===== src/rtl/note_display_scheduler.sv =====
// Shares one 4-digit 7-segment display among several synth voices.
// A round-robin picker holds each active voice for a dwell period while a scanner multiplexes the digits.
module note_display_scheduler #(
  parameter int NUM_VOICES   = 4,
  parameter int REFRESH_DIV  = 100000,
  parameter int DWELL_CYCLES = 50000000
) (
  input  logic                    clk,
  input  logic                    rst_n,
  input  logic [12*NUM_VOICES-1:0] voice_freq,
  input  logic [NUM_VOICES-1:0]   voice_active,
  output logic [3:0]              anode,
  output logic [6:0]              seg_out,
  output logic [1:0]              cur_voice,
  output logic                    showing
);

  localparam int RW = (REFRESH_DIV > 1) ? $clog2(REFRESH_DIV) : 1;
  localparam int DW = (DWELL_CYCLES > 1) ? $clog2(DWELL_CYCLES) : 1;

  localparam logic [6:0] SEG_BLANK = 7'b1111111;
  localparam logic [6:0] SEG_DASH  = 7'b0111111;
  localparam logic [6:0] SEG_SHARP = 7'b0001001;

  typedef enum logic {IDLE, SHOW} state_t;

  state_t        state, state_nx;
  logic [RW-1:0] rcnt;
  logic [1:0]    digit;
  logic [DW-1:0] dwell, dwell_nx;
  logic [1:0]    cur_nx;
  logic [3:0]    act;
  logic [1:0]    lowest;
  logic [1:0]    rr_next;
  logic          rr_found;
  logic [1:0]    rr_idx;
  logic [11:0]   sel_freq;
  logic [6:0]    letter;
  logic          sharp;
  logic [6:0]    voice_num;
  logic [6:0]    seg_nx;

  // Unused upper request bits read as inactive so they can never be chosen.
  assign act     = 4'(voice_active);
  assign showing = (state == SHOW);

  // Refresh scanner: runs in every state, independent of the voice picker.
  always_ff @(posedge clk or negedge rst_n) begin
    if (!rst_n) begin
      rcnt  <= '0;
      digit <= 2'd0;
    end else if (rcnt == RW'(REFRESH_DIV - 1)) begin
      rcnt  <= '0;
      digit <= digit + 2'd1;
    end else begin
      rcnt <= rcnt + RW'(1);
    end
  end

  // Lowest active voice, and the first active voice after cur_voice in round-robin order.
  always_comb begin
    lowest   = 2'd0;
    rr_next  = cur_voice;
    rr_found = 1'b0;
    rr_idx   = 2'd0;
    for (int i = NUM_VOICES - 1; i >= 0; i--) begin
      if (act[i]) lowest = 2'(i);
    end
    for (int k = NUM_VOICES; k >= 1; k--) begin
      rr_idx = 2'((int'(cur_voice) + k) % NUM_VOICES);
      if (act[rr_idx]) begin
        rr_next  = rr_idx;
        rr_found = 1'b1;
      end
    end
  end

  always_comb begin
    state_nx = state;
    cur_nx   = cur_voice;
    dwell_nx = dwell;
    case (state)
      IDLE: begin
        if (|act) begin
          state_nx = SHOW;
          cur_nx   = lowest;
          dwell_nx = '0;
        end
      end
      SHOW: begin
        // A drop coinciding with dwell expiry is a single advance.
        if (!act[cur_voice] || dwell == DW'(DWELL_CYCLES - 1)) begin
          dwell_nx = '0;
          if (rr_found) cur_nx = rr_next;
          else          state_nx = IDLE;
        end else begin
          dwell_nx = dwell + DW'(1);
        end
      end
      default: state_nx = IDLE;
    endcase
  end

  always_ff @(posedge clk or negedge rst_n) begin
    if (!rst_n) begin
      state     <= IDLE;
      cur_voice <= 2'd0;
      dwell     <= '0;
    end else begin
      state     <= state_nx;
      cur_voice <= cur_nx;
      dwell     <= dwell_nx;
    end
  end

  always_comb begin
    sel_freq = 12'd0;
    for (int i = 0; i < NUM_VOICES; i++) begin
      if (cur_voice == 2'(i)) sel_freq = voice_freq[12*i +: 12];
    end
  end

  always_comb begin
    letter = SEG_DASH;
    sharp  = 1'b0;
    case (sel_freq)
      12'd261: letter = 7'b1000110;
      12'd277: begin letter = 7'b1000110; sharp = 1'b1; end
      12'd293: letter = 7'b0100001;
      12'd311: begin letter = 7'b0100001; sharp = 1'b1; end
      12'd330: letter = 7'b0000110;
      12'd349: letter = 7'b0001110;
      12'd370: begin letter = 7'b0001110; sharp = 1'b1; end
      12'd392: letter = 7'b0010000;
      12'd415: begin letter = 7'b0010000; sharp = 1'b1; end
      12'd440: letter = 7'b0001000;
      12'd466: begin letter = 7'b0001000; sharp = 1'b1; end
      12'd494: letter = 7'b0000011;
      default: begin letter = SEG_DASH; sharp = 1'b0; end
    endcase
  end

  always_comb begin
    case (cur_voice)
      2'd0:    voice_num = 7'b1111001;
      2'd1:    voice_num = 7'b0100100;
      2'd2:    voice_num = 7'b0110000;
      default: voice_num = 7'b0011001;
    endcase
  end

  always_comb begin
    seg_nx = SEG_BLANK;
    if (state == IDLE) begin
      seg_nx = (digit == 2'd0) ? SEG_DASH : SEG_BLANK;
    end else begin
      case (digit)
        2'd0:    seg_nx = letter;
        2'd1:    seg_nx = sharp ? SEG_SHARP : SEG_BLANK;
        2'd2:    seg_nx = SEG_BLANK;
        default: seg_nx = voice_num;
      endcase
    end
  end

  // anode and seg_out share one register stage so the pattern always matches its digit.
  always_ff @(posedge clk or negedge rst_n) begin
    if (!rst_n) begin
      anode   <= 4'b1111;
      seg_out <= SEG_BLANK;
    end else begin
      anode   <= ~(4'b0001 << digit);
      seg_out <= seg_nx;
    end
  end

endmodule

===== config.mk =====
export PLATFORM = sky130hd
export DESIGN_NAME = note_display_scheduler
export DESIGN_NICKNAME = d
export VERILOG_FILES = /design/src/rtl/note_display_scheduler.sv
export SDC_FILE = /design/constraint.sdc
export NUM_CORES = 1
export LEC_CHECK = 0
export CORE_UTILIZATION = 35
export DETAILED_ROUTE_END_ITERATION = 7
export GPL_TIMING_DRIVEN = 0
export MAX_ROUTING_LAYER = met4
export SLEW_MARGIN = 20
export SYNTH_ARGS = -nofsm -noshare
export SYNTH_HDL_FRONTEND = slang
export SYNTH_SLANG_ARGS = --single-unit

===== constraint.sdc =====
create_clock -name clk -period 6.4 [get_ports clk]
set_input_delay 1.6 -clock clk [delete_from_list [all_inputs] [get_ports clk]]
set_output_delay 1.6 -clock clk [all_outputs]
set_load 0.01 [all_outputs]

==> flow_summary.yaml <==
outcome:
  status: "finished clean"
worst_setup_path:
  r2r_slack_ns: 2.95
  crit_path_max_fanout: 4
  r2r_start: "cur_voice[1]"
  slowest_stage: "or4b_1"
  critPathLaunch: "voice_freq[33]"
  r2r-end: "seg_out[3]"
  max_stage_delay_ns: 0.54
  crit_cells: 9
  path_class: "in -> reg"
  cp-endpoint: "seg_out[3]"
  crit_family: "simple AND/OR/NAND/NOR gates"
  path_buf_inv: 1
  path_cells: "clkdlybuf4s50_1 -> or4b_1 -> o22ai_2 -> and3_1 -> o2111ai_2 -> nor4_2 -> a311oi_2 -> a311oi_1 -> o211ai_1"
  cp.arrival_ns: 4.09
  critPathLaunchType: "primary input"
  endpoint_kind: "register"
  r2r_cells: 13
  cp.required_ns: 6.63
global_route:
  grt.total_usage: 0.192
  grt-ovfl-total: 0
  grt_max_degree: 43
  antenna_found_initial: 0
  grt_pass1_wl_microns: 17000
  grt_pass1_vias: 3527
clocking:
  clock_tree.root_cell: "clkbuf_8"
  cts_resized: 0
  cts.sinks: 59
  cts.clk_slew.worst_paths_ns: 0.06
  tritoncts: "yes"
  worstSkewPairLatency_ns: 0.34
  cts_hold_buf: 0
  htreeDepth: 3
  cts_buffers: 9
  clk_path_buf_depth: 2
  postCtsSetupBuffers: 0
logic_synthesis:
  syn-cell-area_sq_mm: 0.00394
  synth_nets: 512
  yosysUniqueCellTypes: 74
  ys_ff_latch: 59
  yosysWarnings: 0
  yosys-top-cells-area: "dfrtp_1 (31%), dfstp_2 (7.3%), o21ai_0 (5.6%)"
  syn_inst: 444
  synthArstFlopShare: 1.00
  avgSynthCellArea_sq_um: 8.87
  ys_seq_area_frac: 0.378
  synthDominantCellAreaShare: 0.305
  yosys_most_used_dff: "dfrtp_1"
  synth_edf_count: 0
  synth_area_leader_cell: "dfrtp_1"
power_and_ir_drop:
  powerDensity_mw_per_mm2: 308
  switchingPower_w: 0.000637
  ir_worst_vdd_uv: 139
  p_seq_frac: 0.265
  p_leak_nw: 2.00
  clockPowerShare: 0.212
  pwr-share-comb: 0.524
  power_switching_share: 0.415
  p_int_w: 0.000899
timing:
  timing.final.crit_period_ns: 3.86
  fin_skew_ns: 0.0117
  finalHoldViolCount: 0
  slew_headroom: 0.530
  period_share: 0.603
  worst_pin_slew_ns: 0.703
  drv_slew: 0
  setup_slack_ns: 2.54
  setup_viol: 0
  timing.setup.tns_ns: 0
  clock.fmax_ghz: 0.259
  rsz0062_at_grt: "false"
floorplanning:
  initial_core_util: 0.362
  die-width_microns: 108
  ios: 68
  row_count: 38
  die_area_sq_mm: 0.0117
  die_h_microns: 108
  core_sq_mm: 0.0109
cells_and_area:
  nNetsFinal: 591
  drive_gt1_frac: 0.112
  regArea_sq_mm: 0.00149
  multi_input_area_sq_mm: 0.00231
  antenna_cells: 0
  fillers: 1101
  synthToLayoutAreaGrowth_pct: 26.6
detailed_routing:
  via_count: 3707
  vias_per_cell: 5.55
  wire_per_inst_microns: 15.3
  drt_wl_total_microns: 10200
  drc: 0
  drtIter0Drc: 286
  dr.pass1.iters: 6
  antenna_left: 0
min_path:
  min-delay-path-class: "reg -> reg"
flow_run:
  cap_violations: 0
placement:
  place.gp.congestion: 0.859
  portBuffers: 67
  place_hpwl_microns: 7600
  pre_cts_ws_ns: 2.25
[through the flow]
step | util | instances | hold slack, ns | power [W] | area (sq um)
floorplan | - | 444 | 0.438 | 0.00101 | 3940
global placement | 0.439 | 651 | 0.462 | 0.00119 | 4780
detailed placement | 0.441 | 652 | 0.465 | 0.00121 | 4800
CTS | 0.458 | 668 | 0.479 | 0.00154 | 4990
global route | 0.458 | 668 | 0.503 | 0.00165 | 4990
finish | 0.458 | 668 | 0.480 | 0.00154 | 4990
[synth_stat cells (2+ instances only)]
cell / n
nand3b_1: 5
o22ai_1: 7
buf_2: 5
nor3_1: 7
nor4_2: 2
nand2b_1: 5
or2_2: 3
clkbuf_1: 10
o41ai_1: 3
o31ai_1: 9
nor2b_1: 7
nor2_1: 39
mux4_2: 2
nor4bb_1: 2
and2_1: 2
a211oi_1: 3
a311oi_1: 2
o21ai_1: 5
or4b_1: 2
dfstp_2: 11
dfrtp_1: 48
or3_1: 2
nor3b_1: 5
nand3_1: 17
nand4b_1: 5
o211ai_1: 5
a31oi_1: 7
and3_1: 18
nor4b_1: 2
xor2_1: 7
nand4_1: 8
a41oi_1: 2
xnor2_1: 12
nor4_1: 5
and4_1: 2
inv_1: 13
a21oi_1: 10
nand2_1: 53
ha_1: 14
o21ai_0: 44
[registers in the layout, indices dropped and copies added, names as in the netlist]
name	cells
dwell	26
rcnt	17
seg_out	7
anode	4
cur_voice	2
digit	2
showing	1
[cell families after synthesis]
kind of cell	Yosys count	share of synthesized area
AOI/OAI and AO/OA	113	0.195
xor gates and xnor gates	19	0.0423
adders and majority gates	14	0.0445
buffers and inverters	32	0.0353
DFF	59	0.378
muxes	4	0.0168
and+or+nand+nor	203	0.287
[power groups by stage]
stage               sequential (W)  combinational [W]  clock, W
global placement          0.000413           0.000781         0
detailed placement        0.000413           0.000794         0
floorplan                 0.000412           0.000597         0
CTS                       0.000407           0.000800  0.000337
global route              0.000409           0.000883  0.000356
finish                    0.000406           0.000805  0.000325
[routing by layer]
metal,up-vias,part of all wire,GRT usage
met1,1774,0.48,0.256
li1,1792,-,-
met3,22,0.047,0.0386
met4,0,0.019,0.0695
met5,-,0,-
met2,119,0.46,0.287
[placed cells by master (no fill, tap or decap), types with 3 or more instances in the layout]
cell,instances
a211oi_1,3
a21oi_1,10
a31oi_1,7
and3_1,18
buf_2,5
clkbuf_1,12
clkbuf_8,9
clkdlybuf4s50_1,66
clkinv_2,3
dfrtp_1,48
dfstp_2,11
ha_1,14
inv_1,13
nand2_1,53
nand2b_1,5
nand3_1,17
nand3b_1,5
nand4_1,8
nand4b_1,5
nor2_1,39
nor2b_1,7
nor3_1,7
nor3b_1,5
nor4_1,5
o211ai_1,5
o21ai_0,44
o21ai_1,5
o22ai_1,7
o31ai_1,9
o41ai_1,3
or2_2,3
xnor2_1,12
xor2_1,7
[cell type report]
class,count,area share
Multi-Input combinational cell,353,0.463
Clock buffer,11,0.0263
Sequential cell,59,0.299
Inverter,14,0.0105
Timing Repair Buffer,68,0.138
Clock inverter,5,0.0108
Buffer,18,0.0173
Tap cell,140,0.0351
[worst min-delay path by stage]
stage,startpoint,endpoint,slack [ns],depth (start not counted)
2_1_floorplan,dwell[23],dwell[23],0.44,1
3_3_place_gp,rcnt[4],rcnt[4],0.46,1
3_5_place_dp,rcnt[4],rcnt[4],0.46,1
4_1_cts,rcnt[4],rcnt[4],0.48,1
5_1_grt,dwell[23],dwell[23],0.50,1
6_report,dwell[25],dwell[25],0.48,1
Note: power is estimated with default switching activity, not from simulation.
